[config.mk]
export PLATFORM = sky130hd
export DESIGN_NAME = regfl_fifo_ctrl
export DESIGN_NICKNAME = d
export VERILOG_FILES = /design/src/rtl/regfl_fifo_ctrl.sv
export SDC_FILE = /design/constraint.sdc
export NUM_CORES = 1
export LEC_CHECK = 0
export CAP_MARGIN = 15
export CORE_AREA = 2 2 39 41
export CTS_BUF_LIST = sky130_fd_sc_hd__clkbuf_8
export CTS_CLUSTER_SIZE = 12
export DETAILED_ROUTE_END_ITERATION = 10
export DIE_AREA = 0 0 41 43
export DONT_BUFFER_PORTS = 1
export PLACE_DENSITY = 0.51
export SETUP_SLACK_MARGIN = 0.1
export SLEW_MARGIN = 20
export SYNTH_ARGS = -nofsm -noshare
export SYNTH_HDL_FRONTEND = slang
export SYNTH_SLANG_ARGS = --single-unit
[constraint.sdc]
create_clock -name clk -period 4.23 [get_ports clk]
set_input_delay 0.6345 -clock clk [delete_from_list [all_inputs] [get_ports clk]]
set_output_delay 0.6345 -clock clk [all_outputs]
set_load 0.01 [all_outputs]
[src/rtl/regfl_fifo_ctrl.sv]
// Sequencer that wraps a 2**AW x DW register file as a FIFO.
// The write side accepts on a valid/ready stream; the read side presents the file's combinational read data on a valid/ready stream.
module regfl_fifo_ctrl #(
  parameter int DW = 8,
  parameter int AW = 2
) (
  input  logic          clk,
  input  logic          rst_b,
  input  logic          in_valid,
  input  logic [DW-1:0] in_data,
  output logic          in_ready,
  output logic          out_valid,
  output logic [DW-1:0] out_data,
  input  logic          out_ready,
  output logic          rf_wr_e,
  output logic [AW-1:0] rf_wr_addr,
  output logic [DW-1:0] rf_wr_data,
  output logic [AW-1:0] rf_rd_addr,
  input  logic [DW-1:0] rf_rd_data,
  output logic [AW:0]   count,
  output logic          full,
  output logic          empty
);

  localparam int DEPTH = 2 ** AW;

  logic [AW-1:0] wptr;
  logic [AW-1:0] rptr;
  logic          push;
  logic          pop;

  assign full      = (count == (AW+1)'(DEPTH));
  assign empty     = (count == '0);
  assign in_ready  = ~full;
  assign out_valid = ~empty;
  assign push      = in_valid & in_ready;
  assign pop       = out_valid & out_ready;

  // Write enable is masked by reset so the file never sees a write the pointers will not account for.
  assign rf_wr_e    = push & ~rst_b;
  assign rf_wr_addr = wptr;
  assign rf_wr_data = in_data;
  assign rf_rd_addr = rptr;
  assign out_data   = rf_rd_data;

  always_ff @(posedge clk) begin
    if (rst_b) begin
      wptr  <= '0;
      rptr  <= '0;
      count <= '0;
    end else begin
      if (push) wptr <= wptr + 1'b1;
      if (pop)  rptr <= rptr + 1'b1;
      case ({push, pop})
        2'b10:   count <= count + 1'b1;
        2'b01:   count <= count - 1'b1;
        default: count <= count;
      endcase
    end
  end

endmodule

==> results of run 1 <==
power by group through the flow:
stage	Combinational (mW)	Sequential, mW	Clock [mW]
after detailed placement	0.137	0.127	0
after floorplan	0.133	0.120	0
after global routing	0.154	0.130	0.0973
after global placement	0.128	0.127	0
after CTS	0.137	0.126	0.0942
final	0.133	0.126	0.0917
synthesized netlist by cell type:
cell type	count
sky130_fd_sc_hd__nand2_4	1
sky130_fd_sc_hd__o21ai_0	2
sky130_fd_sc_hd__ha_1	1
sky130_fd_sc_hd__o31ai_1	1
sky130_fd_sc_hd__mux2_1	2
sky130_fd_sc_hd__clkbuf_1	1
sky130_fd_sc_hd__fa_1	1
sky130_fd_sc_hd__inv_2	1
sky130_fd_sc_hd__a21oi_1	3
sky130_fd_sc_hd__inv_1	5
sky130_fd_sc_hd__buf_4	16
sky130_fd_sc_hd__nor2_1	7
sky130_fd_sc_hd__nor2b_1	2
sky130_fd_sc_hd__or3_4	1
sky130_fd_sc_hd__nand2_1	1
sky130_fd_sc_hd__or3_1	2
sky130_fd_sc_hd__xor2_1	3
sky130_fd_sc_hd__nand3_2	1
sky130_fd_sc_hd__or3b_4	1
sky130_fd_sc_hd__dfxtp_1	7
through the flow:
stage / hold slack (ns) / cell area [sq um]
3_5_place_dp: 0.5277 / 395.4
2_1_floorplan: 0.5023 / 499.2
4_1_cts: 0.4699 / 440.4
6_report: 0.4736 / 440.4
5_1_grt: 0.4736 / 440.4
3_3_place_gp: 0.5141 / 395.4
routing by layer:
metal | vias up | part of all wire | wire length, um
met5 | - | 0 | 0
met1 | 140 | 0.41 | 344
li1 | 144 | - | -
met2 | 20 | 0.49 | 418
met4 | 0 | 0 | 0
met3 | 0 | 0.098 | 83
worst max-delay path by stage:
stage                   from       end  slack, ns  depth (start not counted)
finish              count[2]  count[2]       1.90                          8
global route        count[2]  count[2]       1.80                          8
CTS                 count[2]  count[2]       1.90                          8
detailed placement  count[2]  count[2]       1.92                          8
global placement    count[2]  count[2]       1.95                          8
floorplan           count[2]  count[2]       2.06                          8
registers in the layout, summed over array words and instances (netlist names):
name and count:
rf_rd_addr 2, rf_wr_addr 2, count 3
logic make-up (layout without fill, tap and decap cells):
group,after synthesis,count (layout),synth area share
and+or+nand+nor,16,16,0.1980
adders and majority gates,2,2,0.06516
DFF,7,7,0.2807
AOI/OAI and AO/OA,6,6,0.06516
xor gates and xnor gates,3,3,0.05264
muxes,2,2,0.04511
buffers and inverters,23,10,0.2932
cell usage in the layout (no fill, tap or decap), drive strengths merged, types with 2 or more instances in the layout:
master / n
a21oi: 3
clkbuf: 3
dfxtp: 7
inv: 7
mux2: 2
nand2: 2
nor2: 7
nor2b: 2
o21ai: 2
or3: 3
xor2: 3
final cells by class:
class                           count  share of cell area
Clock inverter                      1            0.008523
Sequential cell                     7              0.3182
Multi-Input combinational cell     29              0.4830
Tap cell                           16             0.04545
Inverter                            6             0.05114
Clock buffer                        3             0.09375
==> results.cfg, run 1 <==
[global_routing]
grt.total_usage = 0.1045
initial_antenna_violation_count = 0
groute.layer.met2.usage = 0.1469
grt_first_pass_wirelength_um = 1200
busiest_layer = met2
met1_usage = 0.1161
grt_max_degree = 11
first_global_vias = 293
global_route.overflow_total = 0
met3_resource_use_gr = 0.06806

[critical_path]
ff2ff_path_depth = 8
startpoint_class_of_the_critical_path = flip-flop
crit_path_buf_inv_count = 1
cp_slowest_stage_delay_ns = 0.48
setup.worst_path.class = flip-flop to flip-flop
rr_endpoint = count[2]
critPathCaptureType = flip-flop
cp_data_arrival_time_ns = 2.49
worst_r2r_startpoint = count[2]
worst_path_slowest_cell = sky130_fd_sc_hd__or3b_4
critPathRequiredTime_ns = 4.39
timing.critical_path.cells = or3b_4, nand2_4, ha_1, inv_1, fa_1, xor2_1, or3_1, a21oi_1
crit_path_max_fanout = 6
regToRegSetupSlack_ns = 1.90
crit_family = simple AND/OR/NAND/NOR gates

[floorplanning]
standard_cell_core_area_sq_um = 1384
floorplan_die_area_sq_um = 1763
die_width_um = 41
die_h_um = 43
fp-row-count = 14
io_pins = 48
initial_core_util = 0.3608

[clock_tree]
clock_path_buffers = 2
postCtsResizedCells = 0
postCtsSetupBuffers = 0
clkSinkCount = 7
cts.root.buffer_cell = sky130_fd_sc_hd__clkbuf_8
tritoncts.num_buffers = 3
clk_pin_slew_ns = 0.04
insertion_delay_of_the_later_clocked_pin_in_the_worst_skew_pair_ns = 0.23
cts-htree-levels = 1
cts_tree = done
cts_hold_buf = 0

[synthesis]
synth_largest_area_cell = sky130_fd_sc_hd__dfxtp_1
synthesis.instances = 59
ys_seq_elements = 7
part_of_the_yosys_area_used_for_sequential_elements = 0.2807
synth.net_count = 81
mappedNetlistArea_sq_um = 499.2
synth-warning-count = 0
syn_avg_cell_area_sq_um = 8.462
synth_top_area_frac = 0.2807
count_of_different_cell_masters_after_synthesis = 20
cells_taking_the_most_area_after_synthesis = sky130_fd_sc_hd__dfxtp_1 (28%), sky130_fd_sc_hd__buf_4 (24%), sky130_fd_sc_hd__nor2_1 (5.3%)

[hold_path]
min_to = rf_rd_addr[1]
timing.hold.worst.start = rst_b
worstHoldPathCells = 1
min-delay-path-class = primary input to flip-flop

[final_layout]
nFillCells = 147
finalCoreUtilization = 0.3183
layout.nets = 69
layout.area.seq_sq_um = 140.1
instances_no_fill = 62
multi_input_area_sq_um = 212.7
antenna_cells_inserted = 0
fraction_of_final_layout_cells_with_drive_strength_greater_than_1 = 0.1739
area_growth_pct = -11.78

[status]
status = complete, no violations

[placement]
place_congestion = 0.7084
port_buffers = 0
instance_count_after_placement_with_tap_cells_included = 58
dp_hpwl_um = 651
placement.setup.worst_slack_ns = 1.917

[detailed_routing]
vias = 304
dr.pass1.iters = 4
route.detailed.drc = 0
postRouteAntennaNets = 0
detail_route.iter0.violations = 3
wl_per_cell_um = 13.65
route.detailed.vias_per_inst = 4.903
detail_route.wirelength_um = 846

[pwr]
p_int_mw = 0.2087
share_comb_of_total_power = 0.380
power_frac_clock = 0.261
power.net_switching_mw = 0.1428
sw_frac_of_total = 0.4063
max-vdd-ir-drop_mv = 0.2046
power.sequential.fraction = 0.359
p_total_mw = 0.3515
static_power_due_to_leakage_nw = 0.1931
power_per_cell_area_nw_per_um2 = 798.1

[sta]
clock_skew_ns = 0.001278
timing.final.crit_period_ns = 2.329
period_share = 0.5506
total_negative_setup_slack_ns = 0
timing.final.max_slew_violations = 0
worstMarginPinSlew_ns = 0.3317
maxSlewHeadroom = 0.7770
rsz_0062_raised_after_global_routing = false
fmax_ghz = 0.4293
finalSetupViolCount = 0
report.final.hold_viol_count = 0
layout_setup_ws_ns = 1.901

[flow_run]
max_cap_violation_count = 0
Note: power is estimated with default switching activity, not from simulation.
==> run 2: changes to the inputs <==
- clock period: 4.23 -> 2.45 ns (I/O delays scaled with it)
==> run 2 against run 1 <==
Compared with the run above: wire length fell by 6.7%; maximum frequency rose by 6.8%; flip-flop and latch count did not move; via count rose by 0.66%; sequential power rose by 51%; clock-buffer cell count did not move; clock power rose by 70%; largest cell class unchanged.
==> results.cfg, run 2 (synthesis results as in run 1) <==
[status]
status = complete, no violations

[detailed_routing]
postRouteAntennaNets = 0
wl_per_cell_um = 12.14
detail_route.wirelength_um = 789
dr.pass1.iters = 3
detail_route.iter0.violations = 8
route.detailed.vias_per_inst = 4.708
vias = 306
route.detailed.drc = 0

[global_routing]
grt_first_pass_wirelength_um = 1159
grt.total_usage = 0.09859
global_route.overflow_total = 0
first_global_vias = 277
grt_max_degree = 11
initial_antenna_violation_count = 0

[hold_path]
min_to = rf_rd_addr[1]
min-delay-path-class = primary input to flip-flop
timing.hold.worst.start = rst_b
worstHoldPathCells = 1

[placement]
instance_count_after_placement_with_tap_cells_included = 61
dpl_cell_area_sq_um = 417.9
dp_hpwl_um = 639.3
port_buffers = 0
placement.setup.worst_slack_ns = 0.2562
place_congestion = 0.7008

[critical_path]
rr_endpoint = count[2]
startpoint_class_of_the_critical_path = flip-flop
critPathCaptureType = flip-flop
cp_data_arrival_time_ns = 2.33
crit_path_max_fanout = 4
worst_r2r_startpoint = count[0]
ff2ff_path_depth = 8
regToRegSetupSlack_ns = 0.27
setup.worst_path.class = flip-flop to flip-flop
critPathRequiredTime_ns = 2.60

[clock_tree]
cts-htree-levels = 1
postCtsResizedCells = 0
cts.root.buffer_cell = sky130_fd_sc_hd__clkbuf_8
cts_hold_buf = 0
clock_path_buffers = 2
cts_tree = done
insertion_delay_of_the_later_clocked_pin_in_the_worst_skew_pair_ns = 0.23
tritoncts.num_buffers = 3
clkSinkCount = 7
postCtsSetupBuffers = 0
clk_pin_slew_ns = 0.04

[sta]
timing.final.max_slew_violations = 0
whs_ns = 0.2037
timing.final.crit_period_ns = 2.182
report.final.hold_viol_count = 0
rsz_0062_raised_after_global_routing = false
layout_setup_ws_ns = 0.2681
worstMarginPinSlew_ns = 0.3544
clock_skew_ns = 0.002838
period_share = 0.8906
maxSlewHeadroom = 0.7617
fmax_ghz = 0.4583
total_negative_setup_slack_ns = 0
finalSetupViolCount = 0

[final_layout]
instances_no_fill = 65
layout.nets = 72
multi_input_area_sq_um = 212.7
largest_register_ff_count = 3
most_frequent_cells_in_the_layout = sky130_fd_sc_hd__nor2_1 (7), sky130_fd_sc_hd__dfxtp_1 (7), sky130_fd_sc_hd__inv_1 (6)
fraction_of_final_layout_cells_with_drive_strength_greater_than_1 = 0.2245
nFillCells = 139
finalCoreUtilization = 0.3345
area_growth_pct = -7.268
layout.area.seq_sq_um = 140.1
finish.instance_area_sq_um = 462.9
antenna_cells_inserted = 0
largest-register = count

[floorplanning]
die_width_um = 41
floorplan_die_area_sq_um = 1763
io_pins = 48
die_h_um = 43
initial_core_util = 0.3608
fp-row-count = 14
standard_cell_core_area_sq_um = 1384

[flow_run]
max_cap_violation_count = 0

[pwr]
static_power_due_to_leakage_nw = 0.2089
max-vdd-ir-drop_mv = 0.3433
power_per_cell_area_nw_per_um2 = 1351
p_total_mw = 0.6255
-- run 2: final cells by class --
| type | count | area share |
|---|---|---|
| clock buffers | 3 | 0.08919 |
| clock inverters | 1 | 0.008108 |
| inverters | 6 | 0.04865 |
| multi-input cells | 29 | 0.4595 |
| flip-flops and latches | 7 | 0.3027 |
| well taps | 16 | 0.04324 |
| repair buffers | 3 | 0.04865 |
-- run 2: how the worst max path moves through the flow --
stage | startpoint | endpoint | slack (ns) | cells after the start
after detailed placement | count[0] | count[2] | 0.26 | 8
after global routing | count[0] | count[2] | 0.14 | 8
after global placement | count[0] | count[2] | 0.29 | 8
after CTS | count[0] | count[2] | 0.24 | 8
after floorplan | count[2] | count[2] | 0.28 | 8
final | count[0] | count[2] | 0.27 | 8
-- run 2: layer usage --
| layer | wire (um) | up-vias | GRT usage |
|---|---|---|---|
| met2 | 375 | 16 | 0.1406 |
| met5 | 0 | - | 0 |
| met4 | 13 | 0 | 0.07333 |
| met1 | 326 | 137 | 0.1133 |
| met3 | 73 | 2 | 0.03665 |
| li1 | - | 151 | - |
-- run 2: critical path, cell delays in order, from the launching register on --
cell and delay, ns:
sky130_fd_sc_hd__dfxtp_1 0.34, sky130_fd_sc_hd__or3b_4 0.45, sky130_fd_sc_hd__nand2_4 0.10, sky130_fd_sc_hd__ha_1 0.18
sky130_fd_sc_hd__inv_1 0.06, sky130_fd_sc_hd__fa_1 0.37, sky130_fd_sc_hd__xor2_1 0.16, sky130_fd_sc_hd__or3_1 0.30
sky130_fd_sc_hd__a21oi_1 0.15
-- run 2: report_power, final --
| part | switching [mW] | internal, mW | leakage, nW | total, mW |
|---|---|---|---|---|
| combinational | 0.158 | 0.122 | 0.125 | 0.280 |
| sequential | 0.0379 | 0.152 | 0.0575 | 0.190 |
| clock | 0.0480 | 0.108 | 0.0269 | 0.156 |
